## src/rtl/cla_addsub_pipe.sv

```systemverilog
// Pipelined carry-lookahead adder/subtractor with valid/ready handshake and
// condition flags; each stage resolves WIDTH/STAGES bits of the carry chain.
module cla_addsub_pipe #(
    parameter int WIDTH  = 32,
    parameter int GROUP  = 4,
    parameter int STAGES = 2
) (
    input  logic             clk,
    input  logic             rst,
    input  logic             in_valid,
    output logic             in_ready,
    input  logic [WIDTH-1:0] A,
    input  logic [WIDTH-1:0] B,
    input  logic             Sub,
    input  logic             Cin,
    output logic             out_valid,
    input  logic             out_ready,
    output logic [WIDTH-1:0] Sum,
    output logic             Cout,
    output logic             Overflow,
    output logic             Zero,
    output logic             Negative
);
    localparam int SLICE = WIDTH / STAGES;
    localparam int NGRP  = SLICE / GROUP;

    // One slice: GROUP-bit block generate/propagate, then a flat
    // sum-of-products second level producing every block carry directly.
    function automatic logic [SLICE:0] cla_slice(
        input logic [SLICE-1:0] a,
        input logic [SLICE-1:0] b,
        input logic             cin
    );
        logic [SLICE-1:0] g, p, s;
        logic [NGRP-1:0]  bg, bp;
        logic [NGRP:0]    bc;
        logic             prod, c;
        g = a & b;
        p = a ^ b;
        s = '0;
        for (int unsigned j = 0; j < NGRP; j++) begin
            bg[j] = 1'b0;
            bp[j] = 1'b1;
            for (int unsigned i = 0; i < GROUP; i++) begin
                bg[j] = g[j*GROUP+i] | (p[j*GROUP+i] & bg[j]);
                bp[j] = bp[j] & p[j*GROUP+i];
            end
        end
        bc[0] = cin;
        for (int unsigned j = 0; j < NGRP; j++) begin
            c = 1'b0;
            for (int unsigned m = 0; m <= j + 1; m++) begin
                if (m == 0) prod = cin;
                else        prod = bg[m-1];
                for (int unsigned q = m; q <= j; q++) prod = prod & bp[q];
                c = c | prod;
            end
            bc[j+1] = c;
        end
        for (int unsigned j = 0; j < NGRP; j++) begin
            c = bc[j];
            for (int unsigned i = 0; i < GROUP; i++) begin
                s[j*GROUP+i] = p[j*GROUP+i] ^ c;
                c = g[j*GROUP+i] | (p[j*GROUP+i] & c);
            end
        end
        return {bc[NGRP], s};
    endfunction

    // Rank 0 holds the captured operands; rank k holds slices 0..k-1 of Sum.
    logic [WIDTH-1:0] a_r   [STAGES];
    logic [WIDTH-1:0] bx_r  [STAGES];
    logic [WIDTH-1:0] sum_r [STAGES];
    logic             carry_r [STAGES];
    logic             vld     [STAGES];
    logic [SLICE:0]   res     [STAGES];
    logic [WIDTH-1:0] final_sum;
    logic             final_ovf;
    logic             stall;

    assign stall    = out_valid && !out_ready;
    assign in_ready = !stall;

    always_comb begin
        for (int unsigned k = 0; k < STAGES; k++) begin
            res[k] = cla_slice(a_r[k][k*SLICE +: SLICE], bx_r[k][k*SLICE +: SLICE], carry_r[k]);
        end
    end

    always_comb begin
        final_sum = sum_r[STAGES-1];
        final_sum[(STAGES-1)*SLICE +: SLICE] = res[STAGES-1][SLICE-1:0];
        final_ovf = (a_r[STAGES-1][WIDTH-1] == bx_r[STAGES-1][WIDTH-1]) &&
                    (final_sum[WIDTH-1] != a_r[STAGES-1][WIDTH-1]);
    end

    always_ff @(posedge clk) begin
        if (rst) begin
            for (int unsigned k = 0; k < STAGES; k++) begin
                vld[k]     <= 1'b0;
                a_r[k]     <= '0;
                bx_r[k]    <= '0;
                sum_r[k]   <= '0;
                carry_r[k] <= 1'b0;
            end
            out_valid <= 1'b0;
            Sum       <= '0;
            Cout      <= 1'b0;
            Overflow  <= 1'b0;
            Zero      <= 1'b0;
            Negative  <= 1'b0;
        end else if (!stall) begin
            vld[0] <= in_valid;
            if (in_valid) begin
                a_r[0]     <= A;
                bx_r[0]    <= Sub ? ~B : B;
                carry_r[0] <= Sub | Cin;
            end
            for (int unsigned k = 1; k < STAGES; k++) begin
                vld[k]     <= vld[k-1];
                a_r[k]     <= a_r[k-1];
                bx_r[k]    <= bx_r[k-1];
                carry_r[k] <= res[k-1][SLICE];
                sum_r[k]   <= sum_r[k-1];
                sum_r[k][(k-1)*SLICE +: SLICE] <= res[k-1][SLICE-1:0];
            end
            out_valid <= vld[STAGES-1];
            // Bubbles leave the last result on the outputs untouched.
            if (vld[STAGES-1]) begin
                Sum      <= final_sum;
                Cout     <= res[STAGES-1][SLICE];
                Overflow <= final_ovf;
                Zero     <= (final_sum == '0);
                Negative <= final_sum[WIDTH-1];
            end
        end
    end
endmodule

```

## config.mk

```make
export PLATFORM = sky130hd
export DESIGN_NAME = cla_addsub_pipe
export DESIGN_NICKNAME = d
export VERILOG_FILES = /design/src/rtl/cla_addsub_pipe.sv
export SDC_FILE = /design/constraint.sdc
export NUM_CORES = 1
export LEC_CHECK = 0
export CAP_MARGIN = 20
export CORE_AREA = 10 10 190 103
export DETAILED_ROUTE_END_ITERATION = 8
export DIE_AREA = 0 0 200 113
export PLACE_DENSITY = 0.68
export SLEW_MARGIN = 20
export SYNTH_ARGS = -nofsm -noshare
export SYNTH_HDL_FRONTEND = slang
export SYNTH_SLANG_ARGS = --single-unit
```

## constraint.sdc

```tcl
create_clock -name clk -period 4.1 [get_ports clk]
set_input_delay 0.41 -clock clk [delete_from_list [all_inputs] [get_ports clk]]
set_output_delay 0.41 -clock clk [all_outputs]
set_load 0.005 [all_outputs]
```

# Yosys cells after proc, flatten, opt, wreduce, memory -nomap -nowiden
# Memories as Yosys holds them, arrays and structs flattened.
# Index checks and enable logic that the tools add are counted.
[classes]
eq_ne = 2
n_mux = 20
n_bitwise = 209
reduce_logical = 6
[op_table]
columns = ["cell", "n"]
rows = [
  ["$mux W32", 6],
  ["$and A1 B1 Y1", 92],
  ["$or A1 B1 Y1", 79],
  ["$and A16 B16 Y16", 2],
  ["$logic_not A32 Y1", 1],
  ["$not A32 Y32", 1],
  ["$xor A1 B1 Y1", 32],
  ["$xor A16 B16 Y16", 2],
  ["$mux W16", 1],
  ["$mux W1", 13],
  ["$logic_and A1 B1 Y1", 2],
  ["$logic_not A1 Y1", 2],
  ["$reduce_and A2 Y1", 1],
  ["$eq A1 B1 Y1", 1],
  ["$ne A1 B1 Y1", 1],
  ["$not A1 Y1", 1],
]
[word_totals]
register_bits = 37
mem_bits_rw = 196
input_bits = 70
wordCells = 248
n_memories = 5
[memory_table]
columns = ["name", "depth", "width", "rd", "rd_ports_with_merged_regs", "write_ports", "line", "text"]
rows = [
  ["a_r", 2, 32, 2, 0, 2, "71", "logic [WIDTH-1:0] a_r [STAGES];"],
  ["bx_r", 2, 32, 2, 0, 2, "72", "logic [WIDTH-1:0] bx_r [STAGES];"],
  ["sum_r", 2, 32, 2, 0, 2, "73", "logic [WIDTH-1:0] sum_r [STAGES];"],
  ["carry_r", 2, 1, 2, 0, 2, "74", "logic carry_r [STAGES];"],
  ["vld", 2, 1, 2, 0, 2, "75", "logic vld [STAGES];"],
]

# Longest topological paths before layout
[depth]
word_depth = 21
depth_mapped = 12
mapped_depth_nobuf = 12

# Worst setup path after synthesis
# Ideal clock, no wire load.
[synth_timing]
kind = "register -> register"
start = "mem a_r[1][22], in the netlist a_r[0][54]"
end = "reg Zero"
setup_ps = 70
t_arrival_ps = 3618
setup_slack_ps = 412
path_stages_with_launch = 13
n_path_buf = 0
synth_period_minus_slack_ps = 3688
path_cell_list = "edfxtp_1 -> ha_1 -> a21o_1 -> a221o_1 -> a22oi_1 -> nand2b_1 -> fa_1 -> fa_1 -> fa_1 -> nor4_1 -> nand2_1 -> or4_1 -> a21oi_1"
[synth_rtl]
columns = ["element", "line", "text"]
rows = [
  ["start, declared", "71", ""],
  ["end signal, assigned", "133", "Zero <= (final_sum == '0);"],
  ["end, declared", "21", "output logic Zero,"],
]

==> flow_metrics.tcl <==
set metrics [dict create \
    vias_per_cell 4.78 \
    setup_ws_ns 0.212 \
    synth_cells 575 \
    place_congestion 0.839 \
    syn_to_final_growth_pct 26.8 \
    grt_first_pass_wirelength_um 25100 \
    multi_input_area_um2 2800 \
    intPower_w 0.00306 \
    die_area_um2 22600 \
    end_kind "register" \
    worstPathCellList "ha_1, a21o_1, a221o_1, a22oi_2, nand2b_1, fa_1, fa_1, fa_1, xnor2_2, nand4_1, or4_1, a21oi_1" \
    layout_commonest_cell "edfxtp_1" \
    route.detailed.wl_per_inst_um 17.2 \
    power_frac_seq 0.468 \
    yosysSeqAreaShare 0.587 \
    path_class "register to register" \
    async_reset_ff_frac 0 \
    setup_viol 0 \
    drv_cap 0 \
    final_cell_mix "edfxtp_1 (116), clkdlybuf4s50_1 (106), and2_1 (77)" \
    leakage_nw 3.51 \
    cp_max_fo 2 \
    yosysUniqueCellTypes 42 \
    rsz0062_at_grt "no" \
    synth_compound_area_frac 0.0538 \
    synth-edff-count 116 \
    fin_skew_ns 0.00695 \
    drt_pre_antenna_iters 5 \
    drc 0 \
    min_period_over_period 0.948 \
    grt_pass1_vias 4558 \
    start_util 0.444 \
    routed_wl_um 15800 \
    ant_nets 0 \
    fp.dieH_um 113 \
    crit_path_max_incr_delay_ns 0.50 \
    clk_latency_ns 0.42 \
    cts-hold-fix-buffers 0 \
    cp-start-kind "register" \
    yosysTopAreaCell "edfxtp_1" \
    synth-simple-area-share 0.156 \
    grt_max_degree 78 \
    rows 33 \
    synth_top_family_by_area "simple AND/OR/NAND/NOR gates" \
    hp-class "register to register" \
    synth-main-ff-cell "edfxtp_1" \
    outcome "completed" \
    hpwl_um 11500 \
    cpMaxStageDelayCell "or4_1" \
    avgSynthCellArea_um2 12.5 \
    netlist_area_um2 7170 \
    synth_top_area_share 0.486 \
    power_frac_clock 0.401 \
    required_ns 4.45 \
    p_sw_frac 0.248 \
    synthTopCellsByArea "edfxtp_1 (49%), dfxtp_1 (10%), and2_1 (6.7%), fa_1 (6.7%), ha_1 (5.6%)" \
    pre_cts_ws_ns 0.175 \
    fmax_mhz 257 \
    synth_nets 701 \
    ir_worst_vdd_mv 0.350 \
    final_layout_size_suffix_gt1_frac 0.0807 \
    crit_arrival_ns 4.24 \
    cts_buffers 17 \
    cpMostUsedCell "fa_1" \
    htree_levels 4 \
    synth_seq_cells 152 \
    fin_util 0.563 \
    period_minus_slack_ns 3.89 \
    ios 108 \
    finalMaxSlewViolations 0 \
    cts.sinks 152 \
    overflow 0 \
    max_slew_margin 0.319 \
    cts.path.max_buffers 2 \
    synthMuxAreaShare 0 \
    finalSetupTns_ns 0 \
    p_sw_w 0.00101 \
    p_comb_frac 0.131 \
    cp_top_family "adder cells" \
    cts_tree "done" \
    core_um2 16100 \
    p_per_area_nw_per_um2 447 \
    nets 807 \
    grt_usage 0.143 \
    antenna_cells 0 \
    worst_pin_slew_ns 1.02 \
    path_buf_inv 0 \
    io_buffers 107 \
    ff_latch_area_um2 4200 \
    chipWidth_um 200 \
    yosys_warnings 0 \
    synth_xor_area_frac 0.0548 \
    dr.first_iter.drc_count 277 \
    antenna_found_initial 0 \
    cts-root-buf "clkbuf_16" \
    clk_pin_slew_worst_paths_ns 0.06 \
    synthAdderAreaFrac 0.123 \
    n_fill_cell 1317 \
    finalHoldViolations 0 \
    dr_total_vias 4401 \
]
## sequential cells by signal (all words and copies together) (netlist names)
| signal | flops |
|---|---|
| Zero | 1 |
| out_valid | 1 |
| sum_r | 16 |
| carry_r | 2 |
| bx_r | 48 |
| Cout | 1 |
| a_r | 48 |
| Sum | 31 |
| Negative | 1 |
| vld | 2 |
| Overflow | 1 |
## cell families (layout without fill, tap and decap cells)
kind of cell | count (synthesis) | count (layout)
and+or+nand+nor | 221 | 221
buffers and inverters | 38 | 157
DFF | 152 | 152
adders and majority gates | 56 | 56
xor gates and xnor gates | 41 | 41
AOI/OAI and AO/OA | 67 | 67
## Yosys cell counts, types with 3 or more instances
| cell | n |
|---|---|
| edfxtp_1 | 116 |
| and2_1 | 77 |
| nand2_1 | 64 |
| nor2_1 | 49 |
| a21oi_1 | 41 |
| xnor2_1 | 38 |
| dfxtp_1 | 36 |
| ha_1 | 32 |
| fa_1 | 24 |
| clkbuf_1 | 14 |
| inv_1 | 10 |
| buf_2 | 9 |
| a211oi_1 | 7 |
| o21ai_0 | 7 |
| nor4_1 | 6 |
| a21o_1 | 4 |
| nand2b_1 | 4 |
| nand3_1 | 4 |
| buf_6 | 3 |
| nand4_1 | 3 |
## final cells by class
class,count,share of cell area
Sequential cell,152,0.463
Timing Repair Buffer,114,0.125
Multi-Input combinational cell,385,0.309
Tap cell,227,0.0313
Clock buffer,17,0.0468
Inverter,11,0.00482
Clock inverter,15,0.0211
## worst min-delay path, stage by stage (launching register included)
cell     delay, ns
dfxtp_1       0.31
nand2_1       0.05
a21oi_1       0.05
## power groups by stage
stage | clock [W] | combinational (W) | sequential [W]
floorplan | 0 | 0.000318 | 0.00191
global placement | 0 | 0.000521 | 0.00193
detailed placement | 0 | 0.000528 | 0.00194
CTS | 0.00165 | 0.000534 | 0.00190
global route | 0.00172 | 0.000594 | 0.00192
finish | 0.00163 | 0.000531 | 0.00190
## final timing paths
kind                            startpoint                   to  slack [ns]  depth (start not counted)
hold / removal         Sum[0]$_SDFFE_PP0P_  Sum[0]$_SDFFE_PP0P_        0.45                          2
setup reg to reg  a_r[0][54]$_SDFFCE_PN0P_    Zero$_SDFFE_PP0P_        0.21                         12
setup / recovery  a_r[0][54]$_SDFFCE_PN0P_    Zero$_SDFFE_PP0P_        0.21                         12
hold reg to reg        Sum[0]$_SDFFE_PP0P_  Sum[0]$_SDFFE_PP0P_        0.45                          2
## timing repair
item                                   CTS  global route
setup endpoints to repair                0             1
gates resized for setup                  0             2
endpoints found under the hold margin    0             0
setup buffers                            0             0
## per-layer routing
layer | vias to the layer above | track usage | wire, um
li1 | 2199 | - | -
met1 | 2095 | 0.185 | 7230
met2 | 94 | 0.237 | 7700
met3 | 13 | 0.0337 | 745
met4 | 0 | 0.0391 | 163
met5 | - | 0 | 0
## per-stage QoR
stage	hold slack, ns	total power (W)	cells	cell area, um^2
6_report	0.453	0.00406	921	9080
5_1_grt	0.479	0.00423	921	9080
4_1_cts	0.455	0.00409	921	9070
3_5_place_dp	0.446	0.00246	889	8450
3_3_place_gp	0.442	0.00245	889	8450
2_1_floorplan	0.446	0.00223	575	7170
Note: power is estimated with default switching activity, not from simulation.
==> edit 1: new RTL, same settings <==
Register the output `Overflow` once more, cleared by the reset; this adds one clock of latency there. The other outputs are not delayed to match.
--- a/src/rtl/cla_addsub_pipe.sv
+++ b/src/rtl/cla_addsub_pipe.sv
@@ -24,4 +24,6 @@
     localparam int SLICE = WIDTH / STAGES;
     localparam int NGRP  = SLICE / GROUP;
+
+    logic Overflow_s0;
 
     // One slice: GROUP-bit block generate/propagate, then a flat
@@ -107,5 +109,5 @@
             Sum       <= '0;
             Cout      <= 1'b0;
-            Overflow  <= 1'b0;
+            Overflow_s0 <= 1'b0;
             Zero      <= 1'b0;
             Negative  <= 1'b0;
@@ -130,5 +132,5 @@
                 Sum      <= final_sum;
                 Cout     <= res[STAGES-1][SLICE];
-                Overflow <= final_ovf;
+                Overflow_s0 <= final_ovf;
                 Zero     <= (final_sum == '0);
                 Negative <= final_sum[WIDTH-1];
@@ -136,4 +138,12 @@
         end
     end
+    always_ff @(posedge clk) begin
+        if (rst) begin
+            Overflow <= '0;
+        end else begin
+            Overflow <= Overflow_s0;
+        end
+    end
+
 endmodule
 
Function: changed (Yosys sat finds a counterexample within 4 cycles, from zero or initial values and one cycle with rst high).
==> edit 1 against the original RTL <==
  * Critical path depth is the same
  * Final area is 0.52% lower
  * Largest power group unchanged
  * Sequential cell count up 1
  * Worst hold slack improved by 1.7 ps
  * Power fell by 3.2%
  * Wire length shrank 2.8%
  * Area after synthesis down 0.14%
  * Setup slack worse by 18 ps
==> edit 1: results (changes against the original RTL) <==
Synth top area cells: edfxtp_1 (49%), dfxtp_1 (10%), and2_1 (6.8%) (was edfxtp_1 (49%), dfxtp_1 (10%), and2_1 (6.7%))
First-pass GRT wire length: 24700 um (was 25100 um)
WL per Instance: 16.7 um (was 17.2 um)
Share of cells above drive strength 1: 0.0691 (was 0.0807)
Synth Net Count: 704 (was 701)
GR Layer Usage met3: 0.0385 (was 0.0337)
Commonest cells in the netlist: edfxtp_1 (116), and2_1 (78), nand2_1 (64) (was edfxtp_1 (116), and2_1 (77), nand2_1 (64))
Hpwl dp: 11500 um (about the same)
Status: complete, no violations (unchanged)
Pre-antenna DRT Iters: 4 (was 5)
GRT Util Overall: 0.140 (was 0.143)
Slowest stage cell on the critical path: or4_4 (was or4_1)
Met2 usage: 0.226 (was 0.237)
Register area share after synthesis: 0.590 (was 0.587)
Setup Skew: 11.0 ps (was 6.95 ps)
Vias in the first global route: 4705 (was 4558)
Placed cell areas: 8450 um2 (about the same)
Relative slew slack: 0.311 (was 0.319)
Hold_sp: Sum[20]$_SDFFE_PP0P_ (was Sum[0]$_SDFFE_PP0P_)
VDD IR max: 0.000332 V (was 0.000350 V)
Largest registers: a_r: 48 flops, bx_r: 48 flops, Sum: 32 flops (was a_r: 48 flops, bx_r: 48 flops, Sum: 31 flops)
Worst setup startpoint: a_r[0][52]$_SDFFCE_PN0P_ (was a_r[0][54]$_SDFFCE_PN0P_)
Crit path largest cell delay: 530 ps (was 500 ps)
Pleak: 3.49 nW (was 3.51 nW)
GR Layer Usage met1: 0.184 (was 0.185)
==> edit 1: cell types whose count changed in the layout (fill, tap and decap cells not counted), moves of 3 or more <==
cell      before  now
a21oi_1       41   38
inv_6          5    2
nor2_1        48   51
clkinv_1       0    3
o21ai_1        0    3
o21ai_0        7    4
==> edit 1: timing repair <==
action / in CTS / in global routing
setup endpoints to repair: 0 / 1
resized for setup: 0 / 1
endpoints found under the hold margin: 0 / 0
==> edit 1: kinds of logic (layout without fill, tap and decap cells) <==
family          count (synthesis)  count (layout)  synth area share
flops                         153             153             0.590
simple gates                  224             224             0.158
fa+ha+maj                      56              56             0.123
xor+xnor                       41              41            0.0523
buf+inv                        38             155            0.0220
compound gates                 65              65            0.0530
mux                             1               1           0.00140
==> edit 1: cell type report <==
type / count / area, um2
fillers: 1367 / 7110
multi-input cells: 387 / 2790
flip-flops and latches: 153 / 4220
clock buffers: 17 / 425
repair buffers: 113 / 1120
well taps: 227 / 284
inverters: 10 / 37.5
clock inverters: 15 / 151
==> edit 1: worst paths after layout <==
path	to	slack [ps]	cells after the start
setup / recovery	Zero$_SDFFE_PP0P_	190	12
hold reg to reg	Sum[20]$_SDFFE_PP0P_	450	2
hold / removal	Sum[20]$_SDFFE_PP0P_	450	2
setup reg to reg	Zero$_SDFFE_PP0P_	190	12
==> edit 1: routing by layer <==
| layer | vias to the layer above | share of wire |
|---|---|---|
| met3 | 11 | 0.047 |
| met1 | 2103 | 0.47 |
| met4 | 0 | 0.0072 |
| met2 | 85 | 0.47 |
| met5 | - | 0 |
| li1 | 2199 | - |
==> edit 1: tightest hold or removal path, cell delays in order, from the launching register on <==
cell and delay, ps:
dfxtp_1 310, nand2_1 50, a21oi_1 50
==> edit 1: report_power, final <==
group	leakage [nW]	switching (mW)	internal (mW)
Combinational	1.61	0.250	0.259
Clock	0.272	0.627	0.895
Sequential	1.60	0.0831	1.82
==> edit 1: through the flow <==
step                      std cells  utilization  setup slack, ps  total power [mW]
after global placement          890        0.524              224              2.44
after global routing            922        0.560             23.9              4.11
final                           922        0.560              194              3.94
after floorplan                 578            -              388              2.21
after CTS                       922        0.559              130              3.97
after detailed placement        890        0.524              145              2.45
==> edit 2: new RTL, config.mk and constraints unchanged <==
Without the edit above. The parameter `WIDTH` goes from 32 to 16.
--- a/src/rtl/cla_addsub_pipe.sv
+++ b/src/rtl/cla_addsub_pipe.sv
@@ -2,5 +2,5 @@
 // condition flags; each stage resolves WIDTH/STAGES bits of the carry chain.
 module cla_addsub_pipe #(
-    parameter int WIDTH  = 32,
+    parameter int WIDTH  = 16,
     parameter int GROUP  = 4,
     parameter int STAGES = 2
Interface: changed (resized A, B and Sum); port bits go from 108 to 60. The function was not compared with the original's and may differ.
==> edit 2 against the original RTL <==
  * Combinational power is 50% lower
  * Sequential cell count decreased by 72
  * Final area decreased by 47%
  * Sequential power down 48%
  * Via count fell by 48%
  * Power shrank 50%
  * Worst hold slack improved by 6.6 ps
  * Area after synthesis shrank 47%
  * First-iteration DRC count fell by 59%
  * Wire length down 51%
  * Count of clock-buffer cells in the layout shrank 5
  * Setup slack better by 560 ps
  * Critical path type unchanged
  * Largest cell class unchanged
==> edit 2: results (changes against the original RTL) <==
VDD IR max: 0.000211 V (was 0.000350 V)
Hpwl dp: 5870 um (was 11500 um)
Total CTS buffers: 9 (was 17)
Worst-margin pin slew: 934 ps (was 1020 ps)
Commonest cells in the netlist: edfxtp_1 (60), and2_1 (39), nand2_1 (29), nor2_1 (29), xnor2_1 (21) (was edfxtp_1 (116), and2_1 (77), nand2_1 (64))
1st-iter DRT viols: 114 (was 277)
Crit path largest cell delay: 510 ps
GP Congestion: 0.746 (was 0.839)
Synth Net Count: 370 (was 701)
Critical Path AT: 3570 ps (was 4240 ps)
Share of cells above drive strength 1: 0.0658 (was 0.0807)
Yosys cell types: 36 (was 42)
Setup Skew: 6.62 ps (was 6.95 ps)
Largest registers: a_r: 24 flops, bx_r: 24 flops, Sum: 16 flops (was a_r: 48 flops, bx_r: 48 flops, Sum: 31 flops)
Via count: 2280 (was 4401)
# Post-CTS Setup Buffers: 0 (unchanged)
Initial antenna violation count: 1 (was 0)
Crit-path max FO: 2 (unchanged)
# H-tree levels: 3 (was 4)
Ys Warns: 0 (unchanged)
EDFF count, synth: 60 (was 116)
Clk buf depth: 2 (unchanged)
Skew-Pair Late Insertion Delay: 330 ps (was 420 ps)
Slowest stage cell on the critical path: fa_1 (was or4_1)
Nets@finish: 426 (was 807)
First-pass GRT wire length: 12700 um (was 25100 um)
Synth top area cells: edfxtp_1 (48%), dfxtp_1 (11%), and2_1 (6.5%) (was edfxtp_1 (49%), dfxtp_1 (10%), and2_1 (6.7%))
Largest net degree at the start of global routing: 41 (was 78)
Register area share after synthesis: 0.584 (was 0.587)
Worst Hold Class: flip-flop to flip-flop (unchanged)
WL per Instance: 13.2 um (was 17.2 um)
# resized after CTS: 0 (unchanged)
Pre-antenna DRT Iters: 4 (was 5)
Vias in the first global route: 2395 (was 4558)
Fill cells: 1618 (was 1317)
Net Sw Frac: 0.234 (was 0.248)
Port buffer count: 59 (was 107)
GRT Util Overall: 0.0715 (was 0.143)
Pleak: 1.82 nW (was 3.51 nW)
Final setup vio count: 0 (unchanged)
Ys async rst share: 0 (unchanged)
Status: complete, no violations (unchanged)
Root Buffer: clkbuf_16 (unchanged)
## edit 2: changes by cell type after synthesis, moves of 17 or more
| cell | delta |
|---|---|
| and2_1 | -38 |
| a21oi_1 | -21 |
| nand2_1 | -35 |
| xnor2_1 | -17 |
| nor2_1 | -20 |
| edfxtp_1 | -56 |
## edit 2: path summary, 6_finish.rpt
path	end	depth (start not counted)	from	slack, ps
setup / recovery	Zero$_SDFFE_PP0P_	10	a_r[0][24]$_SDFFCE_PN0P_	770
hold / removal	Sum[2]$_SDFFE_PP0P_	2	Sum[2]$_SDFFE_PP0P_	460
setup reg to reg	Zero$_SDFFE_PP0P_	10	a_r[0][24]$_SDFFCE_PN0P_	770
hold reg to reg	Sum[2]$_SDFFE_PP0P_	2	Sum[2]$_SDFFE_PP0P_	460
## edit 2: through the flow
| step | std cells | power [mW] | setup slack, ps | instance area [um2] |
|---|---|---|---|---|
| final | 593 | 2.03 | 771 | 4860 |
| after CTS | 592 | 2.05 | 777 | 4860 |
| after detailed placement | 576 | 1.27 | 798 | 4560 |
| after global placement | 576 | 1.27 | 845 | 4560 |
| after global routing | 592 | 2.12 | 594 | 4860 |
| after floorplan | 304 | 1.16 | 963 | 3770 |
## edit 2: kinds of logic after synthesis
group / share of synthesized area
simple gates: 0.158
flops: 0.584
compound gates: 0.0537
fa+ha+maj: 0.117
buf+inv: 0.0365
xor+xnor: 0.0487
mux: 0.00265
## edit 2: power groups by stage
stage | logic (mW) | clock network (mW) | registers [mW]
final | 0.263 | 0.771 | 0.993
after global routing | 0.299 | 0.821 | 1.00
after CTS | 0.268 | 0.789 | 0.993
after detailed placement | 0.265 | 0 | 1.01
after global placement | 0.262 | 0 | 1.01
after floorplan | 0.167 | 0 | 0.997
## edit 2: cell type report
type | instances | area share
Tap cell | 227 | 0.0585
Timing Repair Buffer | 61 | 0.125
Sequential cell | 80 | 0.453
Clock inverter | 4 | 0.00515
Multi-Input combinational cell | 198 | 0.295
Inverter | 10 | 0.00773
Clock buffer | 12 | 0.0551
Antenna cell | 1 | 0.000515
## edit 2: metal layers
layer  global-route usage  vias up  wire (um)
li1                     -     1147          -
met1               0.0823     1092       3410
met2                0.123       31       3950
met3               0.0163       10        270
met4               0.0366        0        173
met5                    0        -          0
## edit 2: critical path: cells and delay by family, from the launching register on
kind	cells	cell delay, ps
AO/OA/AOI/OAI	2	290
adder cells (fa/ha/maj)	4	1750
flip-flops	1	390
AND/OR/NAND/NOR	4	820
